<file path="src/rtl/xrs2_pkg.sv">
// xrs2 shared definitions: write-size encodings and sequencer states.
// Imported by every xrs2 file.
package xrs2_pkg;

    localparam logic [1:0] SZ_B = 2'd0;
    localparam logic [1:0] SZ_H = 2'd1;
    localparam logic [1:0] SZ_W = 2'd2;
    localparam logic [1:0] SZ_X = 2'd3;

    typedef enum logic {
        CLEAR,
        RUN
    } state_e;

endpackage

</file>
<file path="src/rtl/xrs2_if.sv">
// xrs2 register-file bus: write port, packed read addresses/data, busy.
// master = client (drives writes/addresses), slave = xrs2.
interface xrs2_if
    import xrs2_pkg::*;
#(
    parameter int XLEN = 64,
    parameter int AW   = 5,
    parameter int NRP  = 2
);

    logic                 we_i;
    logic [AW-1:0]        rd_i;
    logic [XLEN-1:0]      rdat_i;
    logic [1:0]           wsz_i;
    logic                 wsx_i;
    logic [NRP*AW-1:0]    ra_i;
    logic [NRP*XLEN-1:0]  rdat_o;
    logic                 busy_o;

    modport master (
        output we_i, rd_i, rdat_i, wsz_i, wsx_i, ra_i,
        input  rdat_o, busy_o
    );

    modport slave (
        input  we_i, rd_i, rdat_i, wsz_i, wsx_i, ra_i,
        output rdat_o, busy_o
    );

endinterface

</file>
<file path="src/rtl/xrs2_bank.sv">
// xrs2_bank: one storage copy, one write port, one synchronous read port.
// Ports: clk_i, we_i/wa_i/wd_i (write), ra_i -> rd_o (registered read).
module xrs2_bank
    import xrs2_pkg::*;
#(
    parameter int XLEN = 64,
    parameter int AW   = 5
) (
    input  logic            clk_i,
    input  logic            we_i,
    input  logic [AW-1:0]   wa_i,
    input  logic [XLEN-1:0] wd_i,
    input  logic [AW-1:0]   ra_i,
    output logic [XLEN-1:0] rd_o
);

    logic [XLEN-1:0] mem [2**AW];

    // Read-before-write: a colliding read returns the old contents.
    always_ff @(posedge clk_i) begin
        if (we_i) begin
            mem[wa_i] <= wd_i;
        end
        rd_o <= mem[ra_i];
    end

endmodule

</file>
<file path="src/rtl/xrs2.sv">
// xrs2: register file, NRP sync read ports, one extending write port,
// post-reset clear sequencer. Ports: clk_i, reset_i, bus (xrs2_if.slave).
// Optional: XRS2_BYPASS_EN enables write-through forwarding.
module xrs2
    import xrs2_pkg::*;
#(
    parameter int XLEN = 64,
    parameter int AW   = 5,
    parameter int NRP  = 2
) (
    input  logic  clk_i,
    input  logic  reset_i,
    xrs2_if.slave bus
);

    localparam logic [AW-1:0] LAST = {AW{1'b1}};

    state_e          state_q;
    logic [AW-1:0]   cnt_q;
    logic            busy_q;

    // Clear sequencer: zeroes registers 1..NREG-1, one per cycle.
    always_ff @(posedge clk_i) begin
        if (reset_i) begin
            state_q <= CLEAR;
            cnt_q   <= AW'(1);
            busy_q  <= 1'b1;
        end else begin
            unique case (state_q)
                CLEAR: begin
                    if (cnt_q == LAST) begin
                        state_q <= RUN;
                        busy_q  <= 1'b0;
                    end else begin
                        cnt_q <= cnt_q + AW'(1);
                    end
                end
                RUN: begin
                    state_q <= RUN;
                end
                default: begin
                    state_q <= CLEAR;
                end
            endcase
        end
    end

    assign bus.busy_o = busy_q;

    // Extension is done on a 64-bit working copy and then truncated,
    // so for XLEN = 32 word and full size collapse to the same value.
    logic [63:0]     src;
    logic [63:0]     ext64;
    logic [XLEN-1:0] ext;

    always_comb begin
        src   = 64'(bus.rdat_i);
        ext64 = src;
        unique case (bus.wsz_i)
            SZ_B: ext64 = {{56{bus.wsx_i & src[7]}}, src[7:0]};
            SZ_H: ext64 = {{48{bus.wsx_i & src[15]}}, src[15:0]};
            SZ_W: ext64 = {{32{bus.wsx_i & src[31]}}, src[31:0]};
            SZ_X: ext64 = src;
            default: ext64 = src;
        endcase
    end

    assign ext = ext64[XLEN-1:0];

    // Shared write port; reset cycles write nothing.
    logic            wen;
    logic [AW-1:0]   wa;
    logic [XLEN-1:0] wd;

    always_comb begin
        wen = 1'b0;
        wa  = bus.rd_i;
        wd  = ext;
        if (!reset_i) begin
            if (state_q == CLEAR) begin
                wen = 1'b1;
                wa  = cnt_q;
                wd  = '0;
            end else begin
                wen = bus.we_i && (bus.rd_i != '0);
            end
        end
    end

`ifdef XRS2_BYPASS_EN
    logic [XLEN-1:0] wd_q;

    always_ff @(posedge clk_i) begin
        wd_q <= wd;
    end
`endif

    logic [XLEN-1:0] lane [NRP];

    for (genvar k = 0; k < NRP; k++) begin : g_lane
        logic [AW-1:0]   ra;
        logic [XLEN-1:0] q;
        logic            zero_q;

        assign ra = bus.ra_i[k*AW +: AW];

        xrs2_bank #(
            .XLEN (XLEN),
            .AW   (AW)
        ) u_bank (
            .clk_i (clk_i),
            .we_i  (wen),
            .wa_i  (wa),
            .wd_i  (wd),
            .ra_i  (ra),
            .rd_o  (q)
        );

        // Reads sampled in reset or CLEAR are forced to zero; this also
        // covers the last clear write racing a read of the same register.
        always_ff @(posedge clk_i) begin
            zero_q <= reset_i || (state_q == CLEAR) || (ra == '0);
        end

`ifdef XRS2_BYPASS_EN
        logic fwd_q;

        always_ff @(posedge clk_i) begin
            fwd_q <= wen && (wa == ra);
        end

        assign lane[k] = zero_q ? '0 : (fwd_q ? wd_q : q);
`else
        assign lane[k] = zero_q ? '0 : q;
`endif
    end

    always_comb begin
        bus.rdat_o = '0;
        for (int k = 0; k < NRP; k++) begin
            bus.rdat_o[k*XLEN +: XLEN] = lane[k];
        end
    end

endmodule

</file>
<file path="src/flat_wrapper.sv">
// flat-port wrapper written by rule: the top's interface ports become plain ports
module xrs2_flat import xrs2_pkg::*;
#(
    parameter int XLEN = 64,
    parameter int AW   = 5,
    parameter int NRP  = 2
)
  (clk_i, reset_i, bus_we_i, bus_rd_i, bus_rdat_i, bus_wsz_i, bus_wsx_i, bus_ra_i, bus_rdat_o, bus_busy_o);
  xrs2_if #(.XLEN(XLEN), .AW(AW), .NRP(NRP)) bus_i ();
  input  logic clk_i;
  input  logic reset_i;
  input wire logic [$bits(bus_i.we_i)-1:0] bus_we_i;
  input wire logic [$bits(bus_i.rd_i)-1:0] bus_rd_i;
  input wire logic [$bits(bus_i.rdat_i)-1:0] bus_rdat_i;
  input wire logic [$bits(bus_i.wsz_i)-1:0] bus_wsz_i;
  input wire logic [$bits(bus_i.wsx_i)-1:0] bus_wsx_i;
  input wire logic [$bits(bus_i.ra_i)-1:0] bus_ra_i;
  output wire logic [$bits(bus_i.rdat_o)-1:0] bus_rdat_o;
  output wire logic [$bits(bus_i.busy_o)-1:0] bus_busy_o;
  assign bus_i.we_i = bus_we_i;
  assign bus_i.rd_i = bus_rd_i;
  assign bus_i.rdat_i = bus_rdat_i;
  assign bus_i.wsz_i = bus_wsz_i;
  assign bus_i.wsx_i = bus_wsx_i;
  assign bus_i.ra_i = bus_ra_i;
  assign bus_rdat_o = bus_i.rdat_o;
  assign bus_busy_o = bus_i.busy_o;
  xrs2 #(.XLEN(XLEN), .AW(AW), .NRP(NRP)) u_core (.clk_i(clk_i), .reset_i(reset_i), .bus(bus_i));
endmodule
</file>
<file path="config.mk">
export PLATFORM = sky130hd
export DESIGN_NAME = xrs2_flat
export DESIGN_NICKNAME = d
export VERILOG_FILES = /design/src/rtl/xrs2_pkg.sv /design/src/rtl/xrs2_if.sv /design/src/rtl/xrs2_bank.sv /design/src/rtl/xrs2.sv /design/src/flat_wrapper.sv
export SDC_FILE = /design/constraint.sdc
export NUM_CORES = 2
export LEC_CHECK = 0
export BUFFER_PORTS_ARGS = -buffer_cell sky130_fd_sc_hd__buf_2
export CAP_MARGIN = 0
export CORE_MARGIN = 2
export CORE_UTILIZATION = 45
export CTS_CLUSTER_DIAMETER = 60
export DETAILED_ROUTE_END_ITERATION = 8
export PLACE_DENSITY = 0.66
export SLEW_MARGIN = 15
export SYNTH_ARGS = -nofsm -noshare
export SYNTH_HDL_FRONTEND = slang
export SYNTH_SLANG_ARGS = --single-unit
export TNS_END_PERCENT = 30
</file>
<file path="constraint.sdc">
create_clock -name clk_i -period 6.1 [get_ports clk_i]
set_input_delay 1.22 -clock clk_i [delete_from_list [all_inputs] [get_ports clk_i]]
set_output_delay 1.22 -clock clk_i [all_outputs]
set_load 0.02 [all_outputs]
</file>
==> results.toml <==
[timing]
worst_hold_slack_ns = 0.5688
report.final.slew_viol_count = 0
grt_setup_unrepaired = "false"
timing.final.setup_violations = 0
max_slew_margin = 0.1744
maxClockFrequency_mhz = 245.5
final.setup.worst_slack_ns = 2.026
fin_worst_skew_ns = 0.06025
final-hold-violation-count = 0
totalNegativeSetupSlack_ns = 0
worst_pin_slew_ns = 1.238
post-route-period-util = 0.6678
period_needed_ns = 4.074

[layout]
layout-drive-gt1-share = 0.4535
design_area_um2 = 111900
final_core_util = 0.5154
finish.net_count = 4754
area_delta_synth_final_pct = 13.94
post_layout_nonfiller_instances = 7728

[route]
first_iter_violations = 7883
ant_nets = 0
vias = 51320
drc_errors = 0
detail_route.wirelength_mm = 275.7
detailedRoute.firstPassIterationCount = 7
avgViaCountPerCell = 6.641
routed_wire_length_per_instance_um = 35.68

[clock_tree]
cts.repair_timing.setup_buffer_count = 0
htreeDepth = 4
number_of_buffers_created_by_cts = 224
clock_tree.root_cell = "sky130_fd_sc_hd__clkbuf_16"
ctsHoldBuffers = 0
cts.repair.resized = 0
clk_transition_reported_paths_ns = 0.06
clock_latency_ns = 0.89
clk_path_buf_depth = 3
cts_tree = "done"
cts_num_sinks = 2185

[critical_path]
worst-path-buf-inv = 2
r2r_setup_slack_ns = 2.66
ff2ff_path_depth = 5
worst_path_max_delay_cell = "sky130_fd_sc_hd__dfxtp_4"
worst_setup_path_end_kind = "output pin"
worst_r2r_endpoint = "u_core.g_lane[1].u_bank.mem[15][54]"
worst-endpoint-arrival_ns = 2.85
cell_by_cell_trace_of_the_critical_path = "buf_4 > nor2b_1 > buf_2"
crit_path_start_kind = "flop"
slowest_delay_ns = 0.86
r2r_start = "u_core.state_q"
critical_path.top_delay_family = "flip-flops"
required_worst_endpoint_ns = 4.88
worst-setup-path-type = "reg -> out"
cp_max_fo = 34

[placement]
hpwl_mm = 152.9
io_buffers = 213
placedCellCount = 7295
preCtsSetupSlack_ns = 1.560
postPlaceCellArea_um2 = 103900
gp_routability_congestion = 0.7892

[grt]
grt_antenna_before_repair = 19
grt.overflow.total = 0
grt_first_pass_wirelength_mm = 391.4
grt.total_usage = 0.2478
grt_max_degree = 72
first_global_vias = 52750

[floorplan]
die_y_um = 471.2
dieWidth_um = 471.2
io_pins = 214
fp.coreArea_um2 = 217200
die_area_um2 = 222000
fp-row-count = 171
floorplan.initialDensity = 0.4523

[synthesis]
asyncSetResetFlopFracSynth = 0
post_synth_most_frequent_cells = "sky130_fd_sc_hd__edfxtp_1, sky130_fd_sc_hd__mux4_2, sky130_fd_sc_hd__clkbuf_1"
synth_cells = 4387
synth_seq_cells = 2185
synth_cell_types = 41
synthesis.area_um2 = 98230
yosys_warnings = 0
dominantRegCellSynth = "sky130_fd_sc_hd__edfxtp_1"
synth-edff-count = 2048
synth.top_cell.area_share = 0.6261
syn_area_per_cell_um2 = 22.39
dominant_cells_by_area_after_synthesis = "sky130_fd_sc_hd__edfxtp_1, sky130_fd_sc_hd__mux4_2, sky130_fd_sc_hd__dfxtp_1"
synthDominantAreaCellType = "sky130_fd_sc_hd__edfxtp_1"
synth-seq-area-share = 0.6540
synthMostInstantiatedCell = "sky130_fd_sc_hd__edfxtp_1"
post_synth_net_total = 4474

[worst_hold_path]
type_of_the_tightest_min_delay_check = "reg -> reg"
hold_depth = 2
hp-start = "u_core.cnt_q[4]"
holdPathEnd = "u_core.cnt_q[4]"

[flow_run]
maxCapViolations = 0

[run_status]
run_status = "completed"

[power]
worst_ir_drop_vdd_v = 0.0003109
cellLeakagePower_nw = 35.59
post-layout-total-power_mw = 33.57
power_density_nw_per_um2 = 299.9
tightest hold or removal path, delay by kind of cell (launching register included):
family             cells  cell delay (ns)
AOI/OAI and AO/OA      2             0.16
DFF                    1             0.36
sequential cells by signal, indices dropped and copies added, names as in the netlist:
register	count
u_core.g_lane.u_bank.mem	2048
u_core.g_lane.u_bank.rd_o	128
u_core.cnt_q	5
u_core.g_lane.zero_q	2
u_core.bus.busy_o	1
u_core.state_q	1
layout make-up:
| cell class | instances | area (um^2) |
|---|---|---|
| Fill cell | 16620 | 105200 |
| Sequential cell | 2185 | 64250 |
| Multi-Input combinational cell | 1854 | 33160 |
| Clock buffer | 275 | 5961 |
| Tap cell | 2854 | 3571 |
| Timing Repair Buffer | 400 | 3251 |
| Clock inverter | 153 | 1708 |
| Antenna cell | 5 | 12.51 |
| Inverter | 2 | 7.507 |
where the power goes:
group / switching, mW / internal, mW
sequential: 0.124 / 16.7
clock: 5.99 / 8.21
combinational: 1.36 / 1.19
total: 7.48 / 26.1
routing by layer:
layer | up-vias | global-route usage | share of wire
met3 | 486 | 0.04076 | 0.087
met4 | 8 | 0.07856 | 0.030
met2 | 2908 | 0.3933 | 0.48
li1 | 19880 | - | -
met5 | - | 0 | 0.00020
met1 | 28040 | 0.3543 | 0.40
cells by family (layout without fill, tap and decap cells):
family	Yosys count	after routing	share of synthesized area
compound gates	117	117	0.006929
mux	1445	1445	0.3068
xor+xnor	3	3	0.0002675
other cells	0	5	0
flops	2185	2185	0.6540
fa+ha+maj	2	2	0.0002547
simple gates	287	287	0.01555
buf+inv	348	830	0.01619
worst max path at each step:
stage / slack (ns) / to / from / depth (start not counted)
final: 2.03 / bus_rdat_o[105] / u_core.g_lane[1].zero_q / 3
after global routing: 1.88 / bus_rdat_o[105] / u_core.g_lane[1].zero_q / 3
after global placement: 1.70 / u_core.g_lane[1].u_bank.mem[29][41] / bus_wsz_i[1] / 5
after CTS: 1.88 / bus_rdat_o[105] / u_core.g_lane[1].zero_q / 3
after detailed placement: 1.56 / u_core.g_lane[1].u_bank.mem[14][60] / bus_wsz_i[1] / 5
after floorplan: 0.83 / u_core.g_lane[1].u_bank.mem[2][0] / reset_i / 4
cell usage in the layout (no fill, tap or decap), drive strengths merged, types with 5 or more instances in the layout:
cell type / count
clkinvlp: 19
mux4: 1241
mux2i: 85
dfxtp: 137
nor2b: 149
o22ai: 5
o22a: 13
inv: 15
nand2b: 10
mux2: 119
nand2: 66
buf: 400
a21oi: 60
o21ai: 28
diode: 5
bufinv: 29
clkinv: 92
nor2: 44
edfxtp: 2048
clkbuf: 275
Power figures use the tool's default switching activity.
